### src/rtl/regfile_wb_arbiter_pkg.sv
// regfile_wb_arbiter_pkg
//   Shared definitions for the register-file write-back arbiter slice:
//   default sizes of the register file and the identifiers of the two
//   write-back requesters.
//   Ports: none (package).
package regfile_wb_arbiter_pkg;

  localparam int XLEN_DEF       = 32;
  localparam int AMOUNT_DEF     = 16;
  localparam int ADDRESSLEN_DEF = 4;

  // Requester identifiers; the value doubles as the bit index in req/grant.
  typedef enum logic {
    REQ_ALU = 1'b0,
    REQ_LSU = 1'b1
  } req_id_e;

endpackage

### src/rtl/regfile_wb_arbiter_if.sv
// regfile_wb_arbiter_if
//   Bundles the ALU and LSU write-back handshakes, the issue-side scoreboard
//   update, the scoreboard itself and the register-file write port.
//   Modports:
//     master - requesters/issue logic side (drives valid/rd/data/issue)
//     slave  - arbiter side (drives ready, busy, wEn/rd/data)
//   Optional macro WB_FORWARD_EN adds fwd_valid/fwd_rd/fwd_data to the slave.
interface regfile_wb_arbiter_if
  import regfile_wb_arbiter_pkg::*;
#(
  parameter int XLEN       = XLEN_DEF,
  parameter int AMOUNT     = AMOUNT_DEF,
  parameter int ADDRESSLEN = ADDRESSLEN_DEF
);

  logic                  alu_valid;
  logic [ADDRESSLEN-1:0] alu_rd;
  logic [XLEN-1:0]       alu_data;
  logic                  alu_ready;

  logic                  lsu_valid;
  logic [ADDRESSLEN-1:0] lsu_rd;
  logic [XLEN-1:0]       lsu_data;
  logic                  lsu_ready;

  logic                  issue_en;
  logic [ADDRESSLEN-1:0] issue_rd;
  logic [AMOUNT-1:0]     busy;

  logic                  wEn;
  logic [ADDRESSLEN-1:0] rd;
  logic [XLEN-1:0]       data;

`ifdef WB_FORWARD_EN
  logic                  fwd_valid;
  logic [ADDRESSLEN-1:0] fwd_rd;
  logic [XLEN-1:0]       fwd_data;

  modport master (
    output alu_valid, alu_rd, alu_data, lsu_valid, lsu_rd, lsu_data,
           issue_en, issue_rd,
    input  alu_ready, lsu_ready, busy, wEn, rd, data,
           fwd_valid, fwd_rd, fwd_data
  );

  modport slave (
    input  alu_valid, alu_rd, alu_data, lsu_valid, lsu_rd, lsu_data,
           issue_en, issue_rd,
    output alu_ready, lsu_ready, busy, wEn, rd, data,
           fwd_valid, fwd_rd, fwd_data
  );
`else
  modport master (
    output alu_valid, alu_rd, alu_data, lsu_valid, lsu_rd, lsu_data,
           issue_en, issue_rd,
    input  alu_ready, lsu_ready, busy, wEn, rd, data
  );

  modport slave (
    input  alu_valid, alu_rd, alu_data, lsu_valid, lsu_rd, lsu_data,
           issue_en, issue_rd,
    output alu_ready, lsu_ready, busy, wEn, rd, data
  );
`endif

endinterface

### src/rtl/regfile_wb_arbiter_rr_arbiter2.sv
// rr_arbiter2
//   Two-way round-robin arbiter with a registered last-grant pointer.
//   Ports:
//     clk, reset  - clock, asynchronous active-high reset
//     req[1:0]    - request vector (bit 0 = ALU, bit 1 = LSU)
//     update      - move the pointer to the current winner this cycle
//     grant[1:0]  - one-hot (or zero) grant, combinational from req
module rr_arbiter2
  import regfile_wb_arbiter_pkg::*;
(
  input  logic       clk,
  input  logic       reset,
  input  logic [1:0] req,
  input  logic       update,
  output logic [1:0] grant
);

  req_id_e last_q, last_d;

  // Only a contended cycle consults the pointer; the side that won most
  // recently yields.
  always_comb begin
    grant = 2'b00;
    case (req)
      2'b01:   grant = 2'b01;
      2'b10:   grant = 2'b10;
      2'b11:   grant = (last_q == REQ_ALU) ? 2'b10 : 2'b01;
      default: grant = 2'b00;
    endcase
  end

  always_comb begin
    last_d = last_q;
    if (update && (grant != 2'b00)) begin
      last_d = grant[1] ? REQ_LSU : REQ_ALU;
    end
  end

  // Resetting to "LSU won last" makes the ALU win the first contention.
  always_ff @(posedge clk or posedge reset) begin
    if (reset) begin
      last_q <= REQ_LSU;
    end else begin
      last_q <= last_d;
    end
  end

endmodule

### src/rtl/regfile_wb_arbiter.sv
// regfile_wb_arbiter
//   Arbitrates ALU and LSU write-back requests onto the single register-file
//   write port (one grant per cycle, round-robin on contention, latency 1)
//   and maintains the busy scoreboard of registers with pending writes.
//   Ports:
//     clk, reset - clock, asynchronous active-high reset
//     bus        - regfile_wb_arbiter_if.slave: ALU/LSU valid/ready
//                  requests, issue_en/issue_rd, busy, wEn/rd/data
//   Optional macro WB_FORWARD_EN: drives bus.fwd_valid/fwd_rd/fwd_data with
//   the winning request combinationally in its acceptance cycle.
module regfile_wb_arbiter
  import regfile_wb_arbiter_pkg::*;
#(
  parameter int XLEN       = XLEN_DEF,
  parameter int AMOUNT     = AMOUNT_DEF,
  parameter int ADDRESSLEN = ADDRESSLEN_DEF
)(
  input logic                 clk,
  input logic                 reset,
  regfile_wb_arbiter_if.slave bus
);

  logic [1:0]            req;
  logic [1:0]            grant;
  logic [1:0]            accept;
  logic [ADDRESSLEN-1:0] sel_rd;
  logic [XLEN-1:0]       sel_data;
  logic                  wen_d, wen_q;
  logic [ADDRESSLEN-1:0] rd_d, rd_q;
  logic [XLEN-1:0]       data_d, data_q;
  logic [AMOUNT-1:0]     busy_d, busy_q;

  assign req = {bus.lsu_valid, bus.alu_valid};

  // Writes to register 0 are accepted but must not move the pointer, so the
  // pointer update is tied to an actual register-file write.
  rr_arbiter2 u_rr (
    .clk    (clk),
    .reset  (reset),
    .req    (req),
    .update (wen_d),
    .grant  (grant)
  );

  // Reset masks acceptance so nothing in flight is taken while it is high.
  assign accept        = grant & {2{~reset}};
  assign bus.alu_ready = accept[REQ_ALU];
  assign bus.lsu_ready = accept[REQ_LSU];

  always_comb begin
    sel_rd   = bus.alu_rd;
    sel_data = bus.alu_data;
    if (accept[REQ_LSU]) begin
      sel_rd   = bus.lsu_rd;
      sel_data = bus.lsu_data;
    end
    wen_d  = (accept != 2'b00) && (sel_rd != '0);
    rd_d   = wen_d ? sel_rd : rd_q;
    data_d = wen_d ? sel_data : data_q;
  end

  // Clear first, then set, so a same-cycle issue to the register being
  // written leaves it busy for the newer instruction.
  always_comb begin
    busy_d = busy_q;
    for (int i = 1; i < AMOUNT; i++) begin
      if (wen_d && (sel_rd == ADDRESSLEN'(i))) begin
        busy_d[i] = 1'b0;
      end
      if (bus.issue_en && (bus.issue_rd == ADDRESSLEN'(i))) begin
        busy_d[i] = 1'b1;
      end
    end
    busy_d[0] = 1'b0;
  end

  always_ff @(posedge clk or posedge reset) begin
    if (reset) begin
      wen_q  <= 1'b0;
      rd_q   <= '0;
      data_q <= '0;
      busy_q <= '0;
    end else begin
      wen_q  <= wen_d;
      rd_q   <= rd_d;
      data_q <= data_d;
      busy_q <= busy_d;
    end
  end

  assign bus.wEn  = wen_q;
  assign bus.rd   = rd_q;
  assign bus.data = data_q;
  assign bus.busy = busy_q;

`ifdef WB_FORWARD_EN
  assign bus.fwd_valid = wen_d;
  assign bus.fwd_rd    = sel_rd;
  assign bus.fwd_data  = sel_data;
`endif

endmodule

### src/flat_wrapper.sv
// flat-port wrapper written by rule: the top's interface ports become plain ports
module regfile_wb_arbiter_flat import regfile_wb_arbiter_pkg::*;
#(
  parameter int XLEN       = XLEN_DEF,
  parameter int AMOUNT     = AMOUNT_DEF,
  parameter int ADDRESSLEN = ADDRESSLEN_DEF
)
  (clk, reset, bus_alu_valid, bus_alu_rd, bus_alu_data, bus_lsu_valid, bus_lsu_rd, bus_lsu_data, bus_issue_en, bus_issue_rd, bus_alu_ready, bus_lsu_ready, bus_busy, bus_wEn, bus_rd, bus_data);
  regfile_wb_arbiter_if #(.XLEN(XLEN), .AMOUNT(AMOUNT), .ADDRESSLEN(ADDRESSLEN)) bus_i ();
  input logic clk;
  input logic reset;
  input wire logic [$bits(bus_i.alu_valid)-1:0] bus_alu_valid;
  input wire logic [$bits(bus_i.alu_rd)-1:0] bus_alu_rd;
  input wire logic [$bits(bus_i.alu_data)-1:0] bus_alu_data;
  input wire logic [$bits(bus_i.lsu_valid)-1:0] bus_lsu_valid;
  input wire logic [$bits(bus_i.lsu_rd)-1:0] bus_lsu_rd;
  input wire logic [$bits(bus_i.lsu_data)-1:0] bus_lsu_data;
  input wire logic [$bits(bus_i.issue_en)-1:0] bus_issue_en;
  input wire logic [$bits(bus_i.issue_rd)-1:0] bus_issue_rd;
  output wire logic [$bits(bus_i.alu_ready)-1:0] bus_alu_ready;
  output wire logic [$bits(bus_i.lsu_ready)-1:0] bus_lsu_ready;
  output wire logic [$bits(bus_i.busy)-1:0] bus_busy;
  output wire logic [$bits(bus_i.wEn)-1:0] bus_wEn;
  output wire logic [$bits(bus_i.rd)-1:0] bus_rd;
  output wire logic [$bits(bus_i.data)-1:0] bus_data;
  assign bus_i.alu_valid = bus_alu_valid;
  assign bus_i.alu_rd = bus_alu_rd;
  assign bus_i.alu_data = bus_alu_data;
  assign bus_i.lsu_valid = bus_lsu_valid;
  assign bus_i.lsu_rd = bus_lsu_rd;
  assign bus_i.lsu_data = bus_lsu_data;
  assign bus_i.issue_en = bus_issue_en;
  assign bus_i.issue_rd = bus_issue_rd;
  assign bus_alu_ready = bus_i.alu_ready;
  assign bus_lsu_ready = bus_i.lsu_ready;
  assign bus_busy = bus_i.busy;
  assign bus_wEn = bus_i.wEn;
  assign bus_rd = bus_i.rd;
  assign bus_data = bus_i.data;
  regfile_wb_arbiter #(.XLEN(XLEN), .AMOUNT(AMOUNT), .ADDRESSLEN(ADDRESSLEN)) u_core (.clk(clk), .reset(reset), .bus(bus_i));
endmodule
### config.mk
export PLATFORM = sky130hd
export DESIGN_NAME = regfile_wb_arbiter_flat
export DESIGN_NICKNAME = d
export VERILOG_FILES = /design/src/rtl/regfile_wb_arbiter_pkg.sv /design/src/rtl/regfile_wb_arbiter_if.sv /design/src/rtl/regfile_wb_arbiter_rr_arbiter2.sv /design/src/rtl/regfile_wb_arbiter.sv /design/src/flat_wrapper.sv
export SDC_FILE = /design/constraint.sdc
export NUM_CORES = 1
export LEC_CHECK = 0
export BUFFER_PORTS_ARGS = -buffer_cell sky130_fd_sc_hd__buf_4
export CAP_MARGIN = 10
export CELL_PAD_IN_SITES_DETAIL_PLACEMENT = 1
export CELL_PAD_IN_SITES_GLOBAL_PLACEMENT = 2
export CORE_MARGIN = 3
export CORE_UTILIZATION = 28
export CTS_CLUSTER_SIZE = 40
export DETAILED_ROUTE_END_ITERATION = 10
export PLACE_DENSITY_LB_ADDON = 0.15
export SETUP_SLACK_MARGIN = 0.4
export SYNTH_ARGS = -nofsm -noshare
export SYNTH_HDL_FRONTEND = slang
export SYNTH_SLANG_ARGS = --single-unit
### constraint.sdc
create_clock -name clk -period 4.6 [get_ports clk]
set_input_delay 0.92 -clock clk [delete_from_list [all_inputs] [get_ports clk]]
set_output_delay 0.92 -clock clk [all_outputs]
set_load 0.03 [all_outputs]
==> results.toml <==
[clocking]
holdBufCountCts = 0
clkSlewWorstSetupHoldPaths_ns = 0.10
clockRootBuffer = "clkbuf_8"
cts_tree = "yes"
htreeDepth = 2
clock_sinks = 53
numCtsBuffers = 5
post_cts_buffers = 0
clock_latency_ns = 0.31
cts_resized = 0
clockBufferDepth = 2

[floorplanning]
die_w_um = 108
start_util = 0.293
die_h_um = 108
rows = 36
ioPinCount = 136
die_area_um2 = 11600
core-area_um2 = 9910

[setup_path]
reg2reg_to = "u_core.bus.data[19]"
start_kind = "primary input"
r2r_cells = 5
r2r_slack_ns = 2.29
cp-end-kind = "output pin"
rr_startpoint = "u_core.u_rr.last_q"
crit_path_max_fanout = 34
arrival_ns = 2.40
cp.required_ns = 3.68
crit_type = "in2out"

[logic_synthesis]
yosys.cell_types.count = 39
synth.top_cell.area_share = 0.449
synth_fa_ha_area_frac = 0
synth_edf_count = 0
yosysWarningCount = 0
yosysMostFrequentCell = "dfrtp_1"
netlist_area_um2 = 2900
synth-simple-area-share = 0.0906
synth.net_count = 332
synth-seq-cells = 53
yosysTopAreaCell = "dfrtp_1"
synth-xor-area-share = 0
ys_seq_area_frac = 0.458
synth_top_family_by_area = "multiplexers"
synthMuxAreaShare = 0.279
synth_area_leaders = "dfrtp_1, mux2_2, mux2_4, o211ai_1, inv_1"
synth_common_cells = "dfrtp_1, mux2_2, inv_1"
synth_cells = 251
synth_compound_area_frac = 0.116
syn_area_per_cell_um2 = 11.6
synth_ff_type = "dfrtp_1"
async_flop_share = 1.00

[power]
power_density_nw_per_um2 = 327
leakagePower_uw = 0.00197
ir_worst_vdd_uv = 120
finalPower_uw = 1350

[sta]
worst_slew_pin_slew_ns = 0.703
maxSlewViolCount = 0
final.min_clock_period_ns = 3.32
fin_tns_setup_ns = 0
finalSetupViolCount = 0
finalHoldViolCount = 0
setup_slack_ns = 1.28
slew_headroom = 0.530
rsz0062_at_grt = "no"
post-route-period-util = 0.722
final.setup_skew_ns = 0.00996
timing.fmax_mhz = 301

[final_layout]
fin_area_um2 = 4140
drive_gt1_frac = 0.567
synthToLayoutAreaGrowth_pct = 42.6
multi_input_area_um2 = 1430
antenna_cells = 0
fillers = 1127
nNetsFinal = 466
seq_area_um2 = 1330

[global_routing]
grt_usage = 0.148
grt_max_degree = 35
antenna_found_initial = 0
grt_pass1_wl_um = 13500
grt_pass1_vias = 2485
grt.overflow.total = 0

[route]
antenna_left = 0
drc = 0
drtIter0Drc = 64
dr.pass1.iters = 4
via_per_inst = 4.71
drt_wl_total_um = 8640
wire_per_inst_um = 16.6
vias = 2443

[run]
drv_cap = 0

[worst_hold_path]
hold_start = "u_core.bus.busy[7]"
holdPathEnd = "u_core.bus.busy[7]"
min_delay_path_depth = 1
hp-class = "reg2reg"

[placement]
post_dp_cell_area_um2 = 4050
port-buffer-count = 134
gp_congestion = 0.743
dp_hpwl_um = 6720
place_worst_setup_slack_ns = 1.21

[run_status]
status = "finished, final reports clean"
[placed cells by master, fill, tap and decap left out, types with 3 or more instances in the layout]
cell type and count:
a21oi_1 6, a32oi_1 3, buf_4 139, clkbuf_8 5, dfrtp_1 52, inv_1 21, mux2_2 50, mux2_4 15
nand2_1 5, nand3_1 11, nand4_1 5, nor2_1 7, nor2b_1 5, o211ai_1 11, o21ai_0 13, o22ai_1 4
or4_1 4
[worst max-delay path, stage by stage]
cell and delay [ns]:
buf_4 0.17, inv_2 0.53, nand2_2 0.45, inv_1 0.15
buf_4 0.17
[per-layer routing]
metal  global-route usage  part of all wire
met1                0.198              0.45
met2                0.238              0.46
met3               0.0354             0.081
met4               0.0406             0.011
met5                    0                 0
[registers in the layout, summed over array words and instances (netlist names)]
signal and flops:
u_core.bus.wEn 1, u_core.bus.busy 15, u_core.u_rr.last_q 1, u_core.bus.data 32, u_core.bus.rd 4
[area by class of cell]
class,count,area share
clock buffer,5,0.0166
clock inverter,3,0.00423
inverter,22,0.0200
multi-input combinational,164,0.346
sequential,53,0.321
tap,133,0.0402
timing repair buffer,139,0.252
[power by group]
| group | switching [uW] | leakage (uW) | internal [uW] |
|---|---|---|---|
| Sequential | 37.8 | 0.000587 | 535 |
| Combinational | 278 | 0.00134 | 237 |
| Clock | 158 | 0.0000439 | 106 |
[how the worst max path moves through the flow]
stage	from	to	slack [ns]	cells past startpoint
detailed placement	reset	bus_lsu_ready	1.21	5
finish	reset	bus_lsu_ready	1.28	5
global placement	reset	bus_lsu_ready	1.28	5
floorplan	reset	bus_lsu_ready	0.53	5
CTS	reset	bus_lsu_ready	1.21	5
global route	reset	bus_lsu_ready	1.04	5
[kinds of logic after synthesis]
family,Yosys count
multiplexers,67
flip-flops,53
AO/OA/AOI/OAI,49
AND/OR/NAND/NOR,47
buffers and inverters,34
other,1
[through the flow]
step | hold WS, ns | cells | utilization
after global placement | 0.481 | 511 | 0.409
after detailed placement | 0.491 | 511 | 0.409
after global routing | 0.528 | 519 | 0.417
after floorplan | 0.620 | 251 | -
final | 0.505 | 519 | 0.417
after CTS | 0.515 | 519 | 0.417
Power figures use the tool's default switching activity.
